File: src/rtl/sync_fifo.sv
// Single-clock FIFO with occupancy count, programmable almost flags, overflow/underflow
// pulses and a choice of registered-read or first-word-fall-through output.
module sync_fifo #(
   parameter int unsigned pADDR_WIDTH    = 4,
   parameter int unsigned pDATA_WIDTH    = 8,
   parameter int unsigned pFWFT          = 0,
   parameter int unsigned pAFULL_THRESH  = 14,
   parameter int unsigned pAEMPTY_THRESH = 2
) (
   input  logic                   clk,
   input  logic                   rst,
   input  logic                   wr_en,
   input  logic [pDATA_WIDTH-1:0] wr_data,
   input  logic                   rd_en,
   output logic [pDATA_WIDTH-1:0] rd_data,
   output logic                   rd_valid,
   output logic                   full,
   output logic                   empty,
   output logic                   almost_full,
   output logic                   almost_empty,
   output logic [pADDR_WIDTH:0]   count,
   output logic                   overflow,
   output logic                   underflow
);

   localparam int unsigned DEPTH = 1 << pADDR_WIDTH;
   localparam int unsigned CW    = pADDR_WIDTH + 1;

   localparam logic [CW-1:0] DEPTH_C  = CW'(DEPTH);
   localparam logic [CW-1:0] AFULL_C  = CW'(pAFULL_THRESH);
   localparam logic [CW-1:0] AEMPTY_C = CW'(pAEMPTY_THRESH);

   logic [pDATA_WIDTH-1:0] mem [DEPTH];
   logic [CW-1:0]          wr_ptr;
   logic [CW-1:0]          rd_ptr;
   logic                   wr_acc;
   logic                   rd_acc;
   logic [CW-1:0]          count_after_rd;
   logic [CW-1:0]          count_next;

   // Accept decisions use this cycle's registered flags; the read side is resolved first
   always_comb begin
      wr_acc         = wr_en && !full;
      rd_acc         = rd_en && !empty;
      count_after_rd = count - CW'(rd_acc);
      count_next     = count_after_rd + CW'(wr_acc);
   end

   // Storage is not reset; writes are blocked while rst is high
   always_ff @(posedge clk) begin
      if (!rst && wr_acc) begin
         mem[wr_ptr[pADDR_WIDTH-1:0]] <= wr_data;
      end
   end

   // Pointers, occupancy, flags and error pulses
   always_ff @(posedge clk) begin
      if (rst) begin
         wr_ptr       <= '0;
         rd_ptr       <= '0;
         count        <= '0;
         full         <= 1'b0;
         empty        <= 1'b1;
         almost_full  <= 1'b0;
         almost_empty <= 1'b1;
         overflow     <= 1'b0;
         underflow    <= 1'b0;
      end else begin
         if (wr_acc) begin
            wr_ptr <= wr_ptr + CW'(1);
         end
         if (rd_acc) begin
            rd_ptr <= rd_ptr + CW'(1);
         end
         count        <= count_next;
         full         <= (count_next == DEPTH_C);
         empty        <= (count_next == '0);
         almost_full  <= (count_next >= AFULL_C);
         almost_empty <= (count_next <= AEMPTY_C);
         overflow     <= wr_en && full;
         underflow    <= rd_en && empty;
      end
   end

   generate
      if (pFWFT != 0) begin : g_fwft
         logic [pADDR_WIDTH-1:0] head_idx;
         logic                   bypass;

         // Head after this edge; a write into an effectively empty FIFO is forwarded directly
         always_comb begin
            head_idx = rd_ptr[pADDR_WIDTH-1:0] + pADDR_WIDTH'(rd_acc);
            bypass   = wr_acc && (count_after_rd == '0);
         end

         always_ff @(posedge clk) begin
            if (rst) begin
               rd_data  <= '0;
               rd_valid <= 1'b0;
            end else begin
               rd_valid <= (count_next != '0);
               rd_data  <= bypass ? wr_data : mem[head_idx];
            end
         end
      end else begin : g_std
         always_ff @(posedge clk) begin
            if (rst) begin
               rd_data  <= '0;
               rd_valid <= 1'b0;
            end else begin
               rd_valid <= rd_acc;
               if (rd_acc) begin
                  rd_data <= mem[rd_ptr[pADDR_WIDTH-1:0]];
               end
            end
         end
      end
   endgenerate

   // Occupancy must always equal the pointer distance
   a_count_matches_ptrs : assert property (
      @(posedge clk) disable iff (rst) count == CW'(wr_ptr - rd_ptr)
   );

endmodule

File: config.mk
export PLATFORM = sky130hd
export DESIGN_NAME = sync_fifo
export DESIGN_NICKNAME = d
export VERILOG_FILES = /design/src/rtl/sync_fifo.sv
export SDC_FILE = /design/constraint.sdc
export NUM_CORES = 1
export LEC_CHECK = 0
export CAP_MARGIN = 20
export CORE_ASPECT_RATIO = 0.6
export CORE_MARGIN = 4
export CORE_UTILIZATION = 52
export CTS_CLUSTER_DIAMETER = 100
export DETAILED_ROUTE_END_ITERATION = 10
export GPL_ROUTABILITY_DRIVEN = 0
export PLACE_DENSITY = 0.71
export RECOVER_POWER = 100
export SLEW_MARGIN = 20
export SYNTH_ARGS = -nofsm -noshare
export SYNTH_HDL_FRONTEND = slang
export SYNTH_SLANG_ARGS = --single-unit
File: constraint.sdc
create_clock -name clk -period 3.4 [get_ports clk]
set_input_delay 1.02 -clock clk [delete_from_list [all_inputs] [get_ports clk]]
set_output_delay 1.02 -clock clk [all_outputs]
set_load 0.01 [all_outputs]
* Yosys cells after proc, flatten, opt, wreduce, memory -nomap -nowiden
Memories as Yosys holds them, arrays and structs flattened. A register that Yosys moved wholly into a read port is not among the register bits. Cells that the tools add are included.
Word-level totals: memories 1, logic and storage cells 29, input bits 12, register bits after elaboration 22, memory bits (writable) 128, output and inout port bits 20
Cells by class: eq/ne operators 1, magnitude comparators 2, reduce and logical (&&, ||, !) cells 9, add/sub/neg operators 4, mux-type cells 2
Memory list:
- mem | words 16, bits a word 8, rd ports 1, clocked after memory_dff 1, wr ports 1, line 33 | logic [pDATA_WIDTH-1:0] mem [DEPTH];
Operators with widths (count):
- adder 5 x 1 -> 5 bit, second input constant | 2
- adder 5 x 1 -> 5 bit | 1
- equality test 5 bit, second input constant | 1
- >= comparator 5 x 4 -> 1 bit, second input constant | 1
- <= comparator 5 x 2 -> 1 bit, second input constant | 1
- logical AND 1 bit | 5
- zero test 5 bit | 1
- subtractor 5 x 1 -> 5 bit | 1
- zero test 1 bit | 3
- two-way mux 1 bit | 2

* Depth between registers and ports, before layout
depth in word-level cells 5, depth in mapped cells 11, gate-level depth less buffers 10

* Worst setup path before layout
Ideal clock, no wire load.
path type input to register, start input port wr_en, end register empty, setup time 0.116 ns, data required time 3.284 ns, path slack 0.248 ns, arrival time 3.036 ns, path buffers 1, stages on the path 11, cells stage by stage nor2b_1 > clkbuf_1 > inv_1 > ha_1 > inv_1 > ha_1 > fa_1 > a21o_1 > a21oi_1 > xnor2_1 > a41o_1
Between the ends: cells in the longest elaborated chain, start to end 3
Ends and longest elaborated chain:
- from (decl) | line 12 | input logic wr_en,
- logical AND 1 bit | line 43 | wr_acc = wr_en && !full;
- adder 5 x 1 -> 5 bit | line 46 | count_next = count_after_rd + CW'(wr_acc);
- zero test 5 bit | line 77 | empty <= (count_next == '0);
- to (signal assigned) | line 77
- to (decl) | line 18 | output logic empty,
Every way passes these cells. A chain may end at the register's enable or synchronous reset.

* Final worst setup path
start input port rd_en, end register full
Between the ends: cells in the longest elaborated chain, start to end 4
Ends and longest elaborated chain:
- from (decl) | line 14 | input logic rd_en,
- logical AND 1 bit | line 44 | rd_acc = rd_en && !empty;
- subtractor 5 x 1 -> 5 bit | line 45 | count_after_rd = count - CW'(rd_acc);
- adder 5 x 1 -> 5 bit | line 46
- equality test 5 bit | line 76 | full <= (count_next == DEPTH_C);
- to (signal assigned) | line 76
- to (decl) | line 17 | output logic full,
Every way passes these cells.

==> impl_metrics.tcl <==
set metrics [dict create \
    wl_met1_mm 6.13 \
    synth.net_count 430 \
    synth.most_common_cell "edfxtp_1" \
    synth_flop_cell "edfxtp_1" \
    final_nets 487 \
    yosys_warnings 0 \
    clock_skew_ns 0.00708 \
    r2r-end "full$_SDFF_PP0_" \
    r2r_slack_ns 1.02 \
    post_drt_wl_per_cell_um 19.6 \
    ys_ff_latch 156 \
    crit_type "primary input to flop" \
    wl_met2_mm 5.36 \
    routed-via-count 3513 \
    cts_tree "built" \
    path_cells "dlygate4sd3_1 > nor2b_1 > ha_1 > inv_1 > ha_1 > fa_1 > clkbuf_4 > xnor2_1 > nand2_1 > nor4b_1" \
    synthDominantCellAreaShare 0.626 \
    dieArea_sq_um 13700 \
    drtIter0Drc 386 \
    cts_root_buf "clkbuf_16" \
    synth.distinct_cells 31 \
    drv_cap 0 \
    netlist_area_sq_um 6140 \
    cp-endpoint "full$_SDFF_PP0_" \
    crit_slowest_cell "dlygate4sd3_1" \
    cp_top_family "adder cells" \
    grtUsageTotal 0.197 \
    rsz0062_at_grt "no" \
    synth_area_per_cell_sq_um 15.1 \
    cts_hold_buffers 0 \
    startpoint_type "primary input" \
    max_freq_mhz 312 \
    synthToLayoutAreaGrowth_pct 18.9 \
    pre_cts_ws_ns -0.147 \
    io_buffers 31 \
    hold_viol 0 \
    cts_resized 0 \
    end_kind "flop" \
    rr_worst_depth 10 \
    setup_violations 0 \
    critical_path_depth 10 \
    async_reset_ff_frac 0 \
    numCtsBuffers 17 \
    synthTopCellsByCount "128 x edfxtp_1, 61 x mux2i_1, 34 x nor2_1, 28 x dfxtp_1, 27 x nand2_1" \
    hpwl_mm 8.45 \
    die_x_um 148 \
    reg2reg_from "full$_SDFF_PP0_" \
    arrival_ns 3.51 \
    fin_ws_ns 0.199 \
    wirelength_mm 12.5 \
    io_pins 32 \
    ys_seq_area_frac 0.717 \
    slowest_delay_ns 0.57 \
    row_count 30 \
    dr.pass1.iters 5 \
    avgViaCountPerCell 5.51 \
    synth.largest_area_cell "edfxtp_1" \
    cts_setup_buffers 0 \
    core_area_sq_um 11400 \
    cpMostUsedCell "ha_1" \
    critical_path_required_ns 3.71 \
    antennaDiodeCount 0 \
    cts_buffer_depth 2 \
    slew_headroom 0.440 \
    die_y_um 92.2 \
    p_leak_nw 2.42 \
    top_layer_used "met4" \
    grt_max_degree 29 \
    first_global_vias 3429 \
    path_clk_slew_ns 0.06 \
    fillCellCount 860 \
    cts_sinks 156 \
    startpoint "rd_en" \
    hold_class "flop to flop" \
    stdcell_count 637 \
    outcome "finished clean" \
    post-route-drc-count 0 \
    fin_crit_ns 3.20 \
    power_density_nw_per_um2 668 \
    synthCells 407 \
    dpl.cell_count 605 \
    final_max_slew_viol_count 0 \
    worst_slew_pin_slew_ns 0.837 \
    drive_above_1_share 0.0901 \
    grt_antenna_before_repair 0 \
    synth_area_leaders "edfxtp_1 63%, mux2i_1 9.9%, dfxtp_1 9.1%, a22oi_1 2.8%, nor2_1 2.1%" \
    irDropWorstVdd_mv 0.405 \
    synth_edf_count 128 \
    grt_pass1_wl_mm 19.7 \
    crit_path_max_fanout 4 \
    antenna_left 0 \
    period_share 0.942 \
    cts_max_level 4 \
    insertion_delay_ns 0.41 \
    start_util 0.538 \
    grt_overflow 0 \
    path_buf_inv 3 \
    wl_met3_um 869 \
]
-- report_power, final --
group	internal [mW]	leakage, nW	switching (mW)
sequential	2.17	1.38	0.0701
combinational	0.322	0.754	0.416
clock	1.16	0.284	0.736
total	3.65	2.42	1.22
-- registers in the layout, summed over array words and instances (netlist names) --
name	cells
almost_empty	1
almost_full	1
count	5
empty	1
full	1
mem	128
overflow	1
rd_data	8
rd_ptr	4
rd_valid	1
underflow	1
wr_ptr	4
-- cell usage in the layout (no fill, tap or decap), types with 3 or more instances in the layout --
cell and instances:
a21oi_1 11, a22oi_1 23, buf_4 7, bufinv_16 3
clkbuf_1 20, clkbuf_16 17, clkinv_4 3, clkinvlp_4 3
dfxtp_1 27, dlygate4sd3_1 30, edfxtp_1 128, ha_1 10
inv_1 8, mux2i_1 61, nand2_1 27, nand3_1 22
nor2_1 34, nor2b_1 6, xnor2_1 4, xor2_1 6
-- how the worst min path moves through the flow --
stage                                 start                      end  cells after the start  slack [ns]
global placement    rd_data[0]$_SDFFE_PP0P_  rd_data[0]$_SDFFE_PP0P_                      2        0.45
detailed placement  rd_data[3]$_SDFFE_PP0P_  rd_data[3]$_SDFFE_PP0P_                      2        0.46
floorplan                   full$_SDFF_PP0_      overflow$_SDFF_PP0_                      2        0.47
finish              rd_data[3]$_SDFFE_PP0P_  rd_data[3]$_SDFFE_PP0P_                      2        0.47
CTS                 rd_data[3]$_SDFFE_PP0P_  rd_data[3]$_SDFFE_PP0P_                      2        0.47
global route        rd_data[3]$_SDFFE_PP0P_  rd_data[3]$_SDFFE_PP0P_                      2        0.49
-- tightest hold or removal path: stages (launching register included) --
cell and delay (ns):
dfxtp_1 0.33, nand2_1 0.05, nand3_1 0.06
-- routing by layer --
metal,vias up,global-route usage
li1,1640,-
met1,1741,0.304
met4,0,0.0623
met2,119,0.270
met5,-,0
met3,13,0.0514
-- cell families (layout without fill, tap and decap cells) --
| logic type | count (synthesis) | count (layout) | synth area share |
|---|---|---|---|
| flip-flops | 156 | 156 | 0.717 |
| AND/OR/NAND/NOR | 99 | 99 | 0.0737 |
| multiplexers | 64 | 64 | 0.109 |
| AO/OA/AOI/OAI | 39 | 39 | 0.0438 |
| buffers and inverters | 28 | 98 | 0.0189 |
| adder cells (fa/ha/maj) | 11 | 11 | 0.0236 |
| XOR/XNOR | 10 | 10 | 0.0143 |
-- per-stage QoR --
step                hold WS [ns]  power [mW]  cell area (sq um)  utilization  TNS [ns]
floorplan                  0.473        2.71               6140            -         0
global placement           0.449        3.03               6770        0.594    -0.176
detailed placement         0.460        3.06               6770        0.594    -0.553
CTS                        0.474        4.95               7370        0.646         0
global route               0.495        5.08               7300        0.640         0
finish                     0.465        4.88               7300        0.640         0
-- layout make-up --
class,instances,area [sq um],area share
multi-input cells,223,1620,0.222
well taps,160,200,0.0274
repair buffers,58,442,0.0605
clock inverters,14,170,0.0233
flip-flops and latches,156,4410,0.604
clock buffers,18,429,0.0588
inverters,8,30.0,0.00411
Note: power is estimated with default switching activity, not from simulation.
